**config.mk**
```make
export PLATFORM = sky130hd
export DESIGN_NAME = rr_credit_allocator
export DESIGN_NICKNAME = d
export VERILOG_FILES = /design/src/rtl/rr_credit_allocator.sv
export SDC_FILE = /design/constraint.sdc
export NUM_CORES = 1
export LEC_CHECK = 0
export CAP_MARGIN = 20
export CORE_ASPECT_RATIO = 2
export CORE_MARGIN = 2
export CORE_UTILIZATION = 30
export CTS_CLUSTER_DIAMETER = 60
export DETAILED_ROUTE_END_ITERATION = 16
export PLACE_DENSITY = 0.67
export SKIP_CTS_REPAIR_TIMING = 1
export SYNTH_ARGS = -nofsm -noshare
export SYNTH_HDL_FRONTEND = slang
export SYNTH_SLANG_ARGS = --single-unit
```
**constraint.sdc**
```tcl
create_clock -name i_clk -period 2.8 [get_ports i_clk]
set_input_delay 0.7 -clock i_clk [delete_from_list [all_inputs] [get_ports i_clk]]
set_output_delay 0.7 -clock i_clk [all_outputs]
set_load 0.05 [all_outputs]
```
**src/rtl/rr_credit_allocator.sv**
```systemverilog
// Credit-gated output-port allocator: grants one input per packet (HEAD..PAYLOAD) while credits last.
// Define RR_ALLOC_ROUND_ROBIN_EN for round-robin arbitration; otherwise fixed priority (r0 highest).
module rr_credit_allocator #(
    parameter int CREDITS = 4
) (
    input  logic       i_clk,
    input  logic       i_rst,
    input  logic [1:0] i_this_port,
    input  logic [3:0] i_r0,
    input  logic [3:0] i_r1,
    input  logic [3:0] i_r2,
    input  logic [3:0] i_r3,
    input  logic       i_credit_ret,
    output logic [3:0] o_select,
    output logic       o_shift,
    output logic [3:0] o_ready,
    output logic       o_busy,
    output logic [2:0] o_credits,
    output logic       o_credit_err
);

    typedef enum logic {ST_IDLE, ST_BUSY} state_t;

    localparam logic [1:0] TYPE_HEAD    = 2'b11;
    localparam logic [1:0] TYPE_PAYLOAD = 2'b10;
    localparam logic [2:0] CRED_MAX     = 3'(CREDITS);

    state_t     state, state_nx;
    logic [1:0] owner, owner_nx;
    logic [2:0] credits;
    logic       credit_err;
    logic [3:0] phits [4];
    logic [3:0] req;
    logic [1:0] win;
    logic [1:0] owner_type;
    logic       arb_en;
    logic       have_credit;
    logic [3:0] sel;
    logic       shift;
    logic       consume;

    assign phits[0] = i_r0;
    assign phits[1] = i_r1;
    assign phits[2] = i_r2;
    assign phits[3] = i_r3;

    always_comb begin
        req = '0;
        for (int i = 0; i < 4; i++)
            req[i] = (phits[i][3:2] == TYPE_HEAD) && (phits[i][1:0] == i_this_port);
    end

`ifdef RR_ALLOC_ROUND_ROBIN_EN
    logic [1:0] ptr;

    // Search ascends from ptr, wrapping modulo 4.
    always_comb begin
        logic       found;
        logic [1:0] idx;
        win   = ptr;
        found = 1'b0;
        idx   = '0;
        for (int k = 0; k < 4; k++) begin
            idx = ptr + 2'(k);
            if (!found && req[idx]) begin
                win   = idx;
                found = 1'b1;
            end
        end
    end

    always_ff @(posedge i_clk) begin
        if (i_rst)
            ptr <= '0;
        else if (shift)
            ptr <= win + 2'd1;
    end
`else
    always_comb begin
        win = '0;
        for (int k = 3; k >= 0; k--)
            if (req[k]) win = 2'(k);
    end
`endif

    assign owner_type  = phits[owner][3:2];
    assign have_credit = (credits != 3'd0);
    // Arbitration runs when idle or when the owner's packet ends, giving a zero-bubble handoff.
    assign arb_en      = (state == ST_IDLE) || (owner_type != TYPE_PAYLOAD);

    always_comb begin
        state_nx = state;
        owner_nx = owner;
        sel      = '0;
        shift    = 1'b0;
        if (!i_rst) begin
            if (arb_en) begin
                if ((|req) && have_credit) begin
                    sel      = 4'b0001 << win;
                    shift    = 1'b1;
                    state_nx = ST_BUSY;
                    owner_nx = win;
                end else if (state == ST_BUSY) begin
                    state_nx = ST_IDLE;
                end
            end else if (have_credit) begin
                sel = 4'b0001 << owner;
            end
        end
    end

    assign consume = |sel;

    always_ff @(posedge i_clk) begin
        if (i_rst) begin
            state      <= ST_IDLE;
            owner      <= '0;
            credits    <= CRED_MAX;
            credit_err <= 1'b0;
        end else begin
            state <= state_nx;
            owner <= owner_nx;
            case ({consume, i_credit_ret})
                2'b10: credits <= credits - 3'd1;
                2'b01: begin
                    if (credits == CRED_MAX) credit_err <= 1'b1;
                    else                     credits    <= credits + 3'd1;
                end
                default: ;
            endcase
        end
    end

    assign o_select     = sel;
    assign o_ready      = sel;
    assign o_shift      = shift;
    assign o_busy       = (state == ST_BUSY);
    assign o_credits    = credits;
    assign o_credit_err = credit_err;

endmodule

```
==> flow_summary.ini, run 1 <==
[clock_tree]
clock-sinks = 7
cts-root-buf = clkbuf_8
clk_pin_slew_ps = 40
cts_buffer_depth = 2
clk_latency_ps = 230
htree_levels = 1
numCtsBuffers = 3
tritoncts = yes

[timing]
slew_headroom_pct = 64.5
worst_pin_slew_ps = 528
setup_viol = 0
slew_violations = 0
rsz0062_at_grt = yes
hold_slack_ps = 472
min_period_ps = 2790
fmax_ghz = 0.358
fin_skew_ps = 1.28
hold_viol_final = 0
min_period_over_period_pct = 99.8

[power]
pwr_density_cell_nw_per_um2 = 378
sequentialPowerShare_pct = 22.9
power_frac_clock_pct = 25.3
combPwrFrac_pct = 51.8
netSwitchingPower_w = 0.000222
switching_share_pct = 38.4
power.leakage_nw = 0.684
power_w = 0.000577
peakVddDrop_v = 0.000165
p_int_w = 0.000355

[placed_design]
gp_congestion = 0.838
port_buffers = 34
dp_hpwl_mm = 1.88

[synthesis]
synthCells = 95
syn_avg_cell_area_um2 = 8.43
synth_area_um2 = 801
syn_nets = 117
synth-seq-cells = 7
ys_types = 43
yosysWarnings = 0
ys_seq_area_share_pct = 17.5

[floorplanning]
die_width_um = 40.5
start_util_pct = 31.6
core-area_um2 = 2540
dieHeight_um = 77.1
row_count = 26
dieArea_um2 = 3120
ios = 35

[global_route]
grt_pass1_vias = 852
grt.overflow.total = 0
antenna_found_initial = 0
grt_max_degree = 12
grt_pass1_wl_mm = 3.48
grtUsageTotal_pct = 15.1

[setup_path]
timing.rr.end = o_credits[2]$_SDFFE_PP1P_
cp_max_fo = 2
rrSetupSlack_ps = 320
start_kind = input port
worstRegToRegCells = 12
crit_type = in -> out
critPathCaptureType = primary output
r2r-start = owner[0]$_SDFFE_PP0P_
arrival_ps = 2090
crit_required_ps = 2100

[routing]
highest_layer = met4
dr_wl_met2_mm = 1.49
vias_per_cell = 5.26
route.met3.wl_um = 95
drt_first_pass_iters = 4
vias = 916
detail_route.drc_violations = 0
wl_per_cell_um = 13.7
drt_iter0_drc = 10
routed_wl_mm = 2.39
m1WireLength_um = 765
drtAntennaViolNets = 0

[outcome]
status = finished clean

[hold_path]
min_path_type = reg -> reg
min_to = o_credit_err$_SDFFE_PP0P_
hp-start = o_credit_err$_SDFFE_PP0P_
hold_path_depth = 2

[cells_and_area]
nNetsFinal = 169
nFillCells = 231
seq_area_um2 = 141
syn2layout_area_growth_pct = 90.3
diodes = 0
layout-drive-gt1-share_pct = 45.9
multi_input_area_um2 = 694

[run]
cap_violations = 0
how the worst max path moves through the flow:
stage | start | to | slack (ps)
global route | i_this_port[1] | o_select[3] | -50
finish | i_r3[3] | o_ready[3] | 5
floorplan | i_r3[2] | o_select[2] | -140
detailed placement | i_r1[2] | o_credits[2]$_SDFFE_PP1P_ | -400
global placement | i_r0[2] | o_ready[3] | -320
CTS | i_r3[2] | o_ready[3] | -340
state kept, by name (all words and copies together), names as in the netlist:
register	cells
owner	2
o_credit_err	1
o_busy	1
o_credits	3
layout by cell type (no fill, tap or decap), drive strengths merged, types with 2 or more instances in the layout:
cell type and n:
a21oi 5, a31oi 2, buf 34, clkbuf 6
clkdlybuf4s50 9, dfxtp 7, dlymetal6s2s 12, mux2i 3
nand2 9, nand2b 4, nand3b 2, nand4 5
nor2 9, nor2b 2, nor3 2, o21a 2
o21ai 5, o21ba 2, o22ai 2, or3 2
xnor2 8
worst max-delay path, cell delays in order:
cell      delay (ps)
buf_6             90
and3b_2          220
o21ai_4          180
a31oi_4          100
nand2b_4         150
or2_4            270
o21ai_4          210
buf_12           160
cells in the mapped netlist (all sizes together):
master | number | area [µm²]
nor2 | 9 | 33.8
nand3 | 1 | 5.00
nor2b | 2 | 12.5
a41oi | 1 | 8.76
or3b | 1 | 11.3
o21ai | 5 | 28.8
o22ai | 2 | 12.5
o31a | 1 | 8.76
inv | 1 | 3.75
fa | 1 | 20.0
mux2i | 3 | 30.0
a31oi | 2 | 27.5
o21a | 2 | 15.0
nand2b | 4 | 32.5
xnor2 | 8 | 85.1
o211ai | 1 | 7.51
or2 | 1 | 6.26
buf | 7 | 63.8
nand3b | 2 | 27.5
and3b | 1 | 8.76
o21ba | 2 | 20.0
dfxtp | 7 | 140
xor2 | 1 | 8.76
o32ai | 1 | 8.76
clkbuf | 3 | 11.3
nor3b | 1 | 7.51
a21oi | 5 | 28.8
mux2 | 1 | 11.3
nor4 | 1 | 6.26
nor3 | 2 | 10.0
nand4 | 5 | 52.6
nand2 | 9 | 33.8
or3 | 2 | 12.5
logic make-up after synthesis:
family / after synthesis / share of synthesized area (%)
buffers and inverters: 11 / 9.84
AOI/OAI and AO/OA: 22 / 20.8
xor gates and xnor gates: 9 / 11.7
and+or+nand+nor: 41 / 32.5
adders and majority gates: 1 / 2.50
DFF: 7 / 17.5
muxes: 4 / 5.16
metal layers:
layer / vias up / GRT usage (%)
li1: 437 / -
met1: 441 / 13.5
met2: 34 / 30.5
met3: 4 / 2.02
met4: 0 / 3.00
met5: - / 0
layout make-up:
cell class	instances	share of cell area (%)
tap	28	2.30
sequential	7	9.28
inverter	1	0.246
multi-input combinational	77	45.6
clock buffer	4	2.96
timing repair buffer	57	39.7
stage by stage:
stage                     TNS [ps]  cells  setup WS (ps)  utilization, %  area (µm²)
after floorplan               -313     95           -145               -         882
after global placement       -3210    163           -319            53.6        1360
after detailed placement     -3490    163           -403            53.6        1360
after CTS                    -2970    167           -337            55.4        1410
after global routing          -278    174          -51.1            60.1        1520
final                            0    174           5.13            60.1        1520
power by group through the flow:
stage / Clock, W / Combinational (W) / Sequential (W)
after floorplan: 0 / 0.000150 / 0.000164
after global placement: 0 / 0.000281 / 0.000132
after detailed placement: 0 / 0.000287 / 0.000133
after CTS: 0.000148 / 0.000288 / 0.000131
after global routing: 0.000150 / 0.000320 / 0.000134
final: 0.000146 / 0.000299 / 0.000132
(Power assumes the default switching activity.)
==> inputs of run 2 (changes only) <==
--- a/config.mk
+++ b/config.mk
@@ -16,3 +16,4 @@
 export SYNTH_ARGS = -nofsm -noshare
 export SYNTH_HDL_FRONTEND = slang
 export SYNTH_SLANG_ARGS = --single-unit
+export TNS_END_PERCENT = 30
==> constraint.sdc (replaced) <==
create_clock -name i_clk -period 2.8 [get_ports i_clk]
set_input_delay 0.28 -clock i_clk [delete_from_list [all_inputs] [get_ports i_clk]]
set_output_delay 0.28 -clock i_clk [all_outputs]
set_load 0.05 [all_outputs]
==> run 2 against run 1 <==
  * Clock power about the same
  * Combinational power decreased by 12%
  * Critical path depth unchanged
  * Power decreased by 6.2%
  * Sequential cell count unchanged
  * Global-route usage increased by 0.35 points
  * Non-clock buffer count decreased by 18
  * Wire length decreased by 16%
  * Critical endpoint is now o_ready[2]
==> flow_summary.ini, run 2 (synthesis gave the netlist of run 1 again) <==
[outcome]
status = finished clean

[power]
peakVddDrop_v = 0.000301
power_w = 0.000541
power.leakage_nw = 0.474
pwr_density_cell_nw_per_um2 = 422

[global_route]
grt_max_degree = 13
grt.overflow.total = 0
grt_pass1_wl_mm = 3.57
grtUsageTotal_pct = 15.4
grt_pass1_vias = 845
antenna_found_initial = 0

[routing]
wl_per_cell_um = 12.8
highest_layer = met4
m1WireLength_um = 640
drt_first_pass_iters = 4
vias_per_cell = 5.29
routed_wl_mm = 2.00
detail_route.drc_violations = 0
dr_wl_met2_mm = 1.16
vias = 826
drt_iter0_drc = 10
drtAntennaViolNets = 0
route.met3.wl_um = 146

[cells_and_area]
nNetsFinal = 151
final_common_cell = clkdlybuf4s50_1
nFillCells = 249
multi_input_area_um2 = 589
largest_reg_flops = 3
syn2layout_area_growth_pct = 60.2
seq_area_um2 = 140
final_core_util_pct = 50.5
final_cell_mix = 25 x clkdlybuf4s50_1, 9 x nand2_1, 9 x nor2_1, 9 x buf_12, 7 x dfxtp_1
diodes = 0
layout-drive-gt1-share_pct = 25.8

[floorplanning]
dieHeight_um = 77.1
die_width_um = 40.5
ios = 35
core-area_um2 = 2540
start_util_pct = 31.6
dieArea_um2 = 3120
row_count = 26

[setup_path]
max_stage_delay_ps = 470
crit_required_ps = 2520
critPathCaptureType = primary output
arrival_ps = 2270
cp_max_fo = 4
crit_type = in -> out
cp_cell_sequence = clkdlybuf4s50_1 -> and3b_1 -> o21ai_2 -> a31oi_4 -> nand2b_4 -> or2_2 -> o32ai_2 -> buf_12
cpMaxStageDelayCell = clkdlybuf4s50_1
start_kind = input port

[timing]
min_period_ps = 2550
setup_viol = 0
worst_pin_slew_ps = 543
fmax_ghz = 0.392
slew_violations = 0
hold_viol_final = 0
slew_headroom_pct = 64.3
rsz0062_at_grt = no
min_period_over_period_pct = 91.2
fin_skew_ps = 1.08
final.setup.worst_slack_ps = 247

[placed_design]
gp_congestion = 0.839
post-place-ws_ps = 140
port_buffers = 34
dp_hpwl_mm = 1.77

[clock_tree]
cts_buffer_depth = 2
clk_latency_ps = 230
cts-root-buf = clkbuf_8
clock-sinks = 7
tritoncts = yes
numCtsBuffers = 3
htree_levels = 1
clk_pin_slew_ps = 40

[hold_path]
min_path_type = reg -> reg

[run]
cap_violations = 0
==> run 2: final timing paths <==
check / depth (start not counted) / to / startpoint / slack [ps]
max reg2reg: 10 / o_credits[2]$_SDFFE_PP1P_ / owner[0]$_SDFFE_PP0P_ / 450
min reg2reg: 2 / o_credit_err$_SDFFE_PP0P_ / o_credit_err$_SDFFE_PP0P_ / 480
min: 2 / o_credit_err$_SDFFE_PP0P_ / o_credit_err$_SDFFE_PP0P_ / 480
max: 8 / o_ready[2] / i_r3[2] / 250
==> run 2: cell type report <==
cell class | count | area share, %
inverter | 1 | 0.293
sequential | 7 | 10.9
tap | 28 | 2.73
clock buffer | 3 | 3.22
multi-input combinational | 77 | 46.0
timing repair buffer | 39 | 36.5
clock inverter | 1 | 0.390
==> run 2: worst max-delay path, delay by kind of cell <==
kind | cells | cell delay (ps)
buf+inv | 2 | 670
compound gates | 3 | 670
simple gates | 3 | 650
==> run 2: stage by stage <==
step / TNS (ps) / area (µm²) / std cells / hold WS [ps]
after floorplan: -326 / 808 / 95 / 537
after global placement: 0 / 1240 / 152 / 463
after detailed placement: 0 / 1240 / 152 / 475
after CTS: 0 / 1280 / 156 / 487
after global routing: 0 / 1280 / 156 / 516
final: 0 / 1280 / 156 / 482
==> run 2: layer usage <==
metal | GRT usage (%) | vias up
li1 | - | 402
met1 | 16.2 | 377
met2 | 27.1 | 40
met3 | 2.89 | 7
met4 | 6.00 | 0
met5 | 0 | -
==> run 2: where the power goes <==
part           total [W]  switching [W]  internal [W]  leakage [nW]
registers       0.000131      0.0000188      0.000112        0.0573
logic           0.000262       0.000137      0.000124         0.391
clock network   0.000148      0.0000511     0.0000969        0.0255
total           0.000541       0.000207      0.000334         0.474
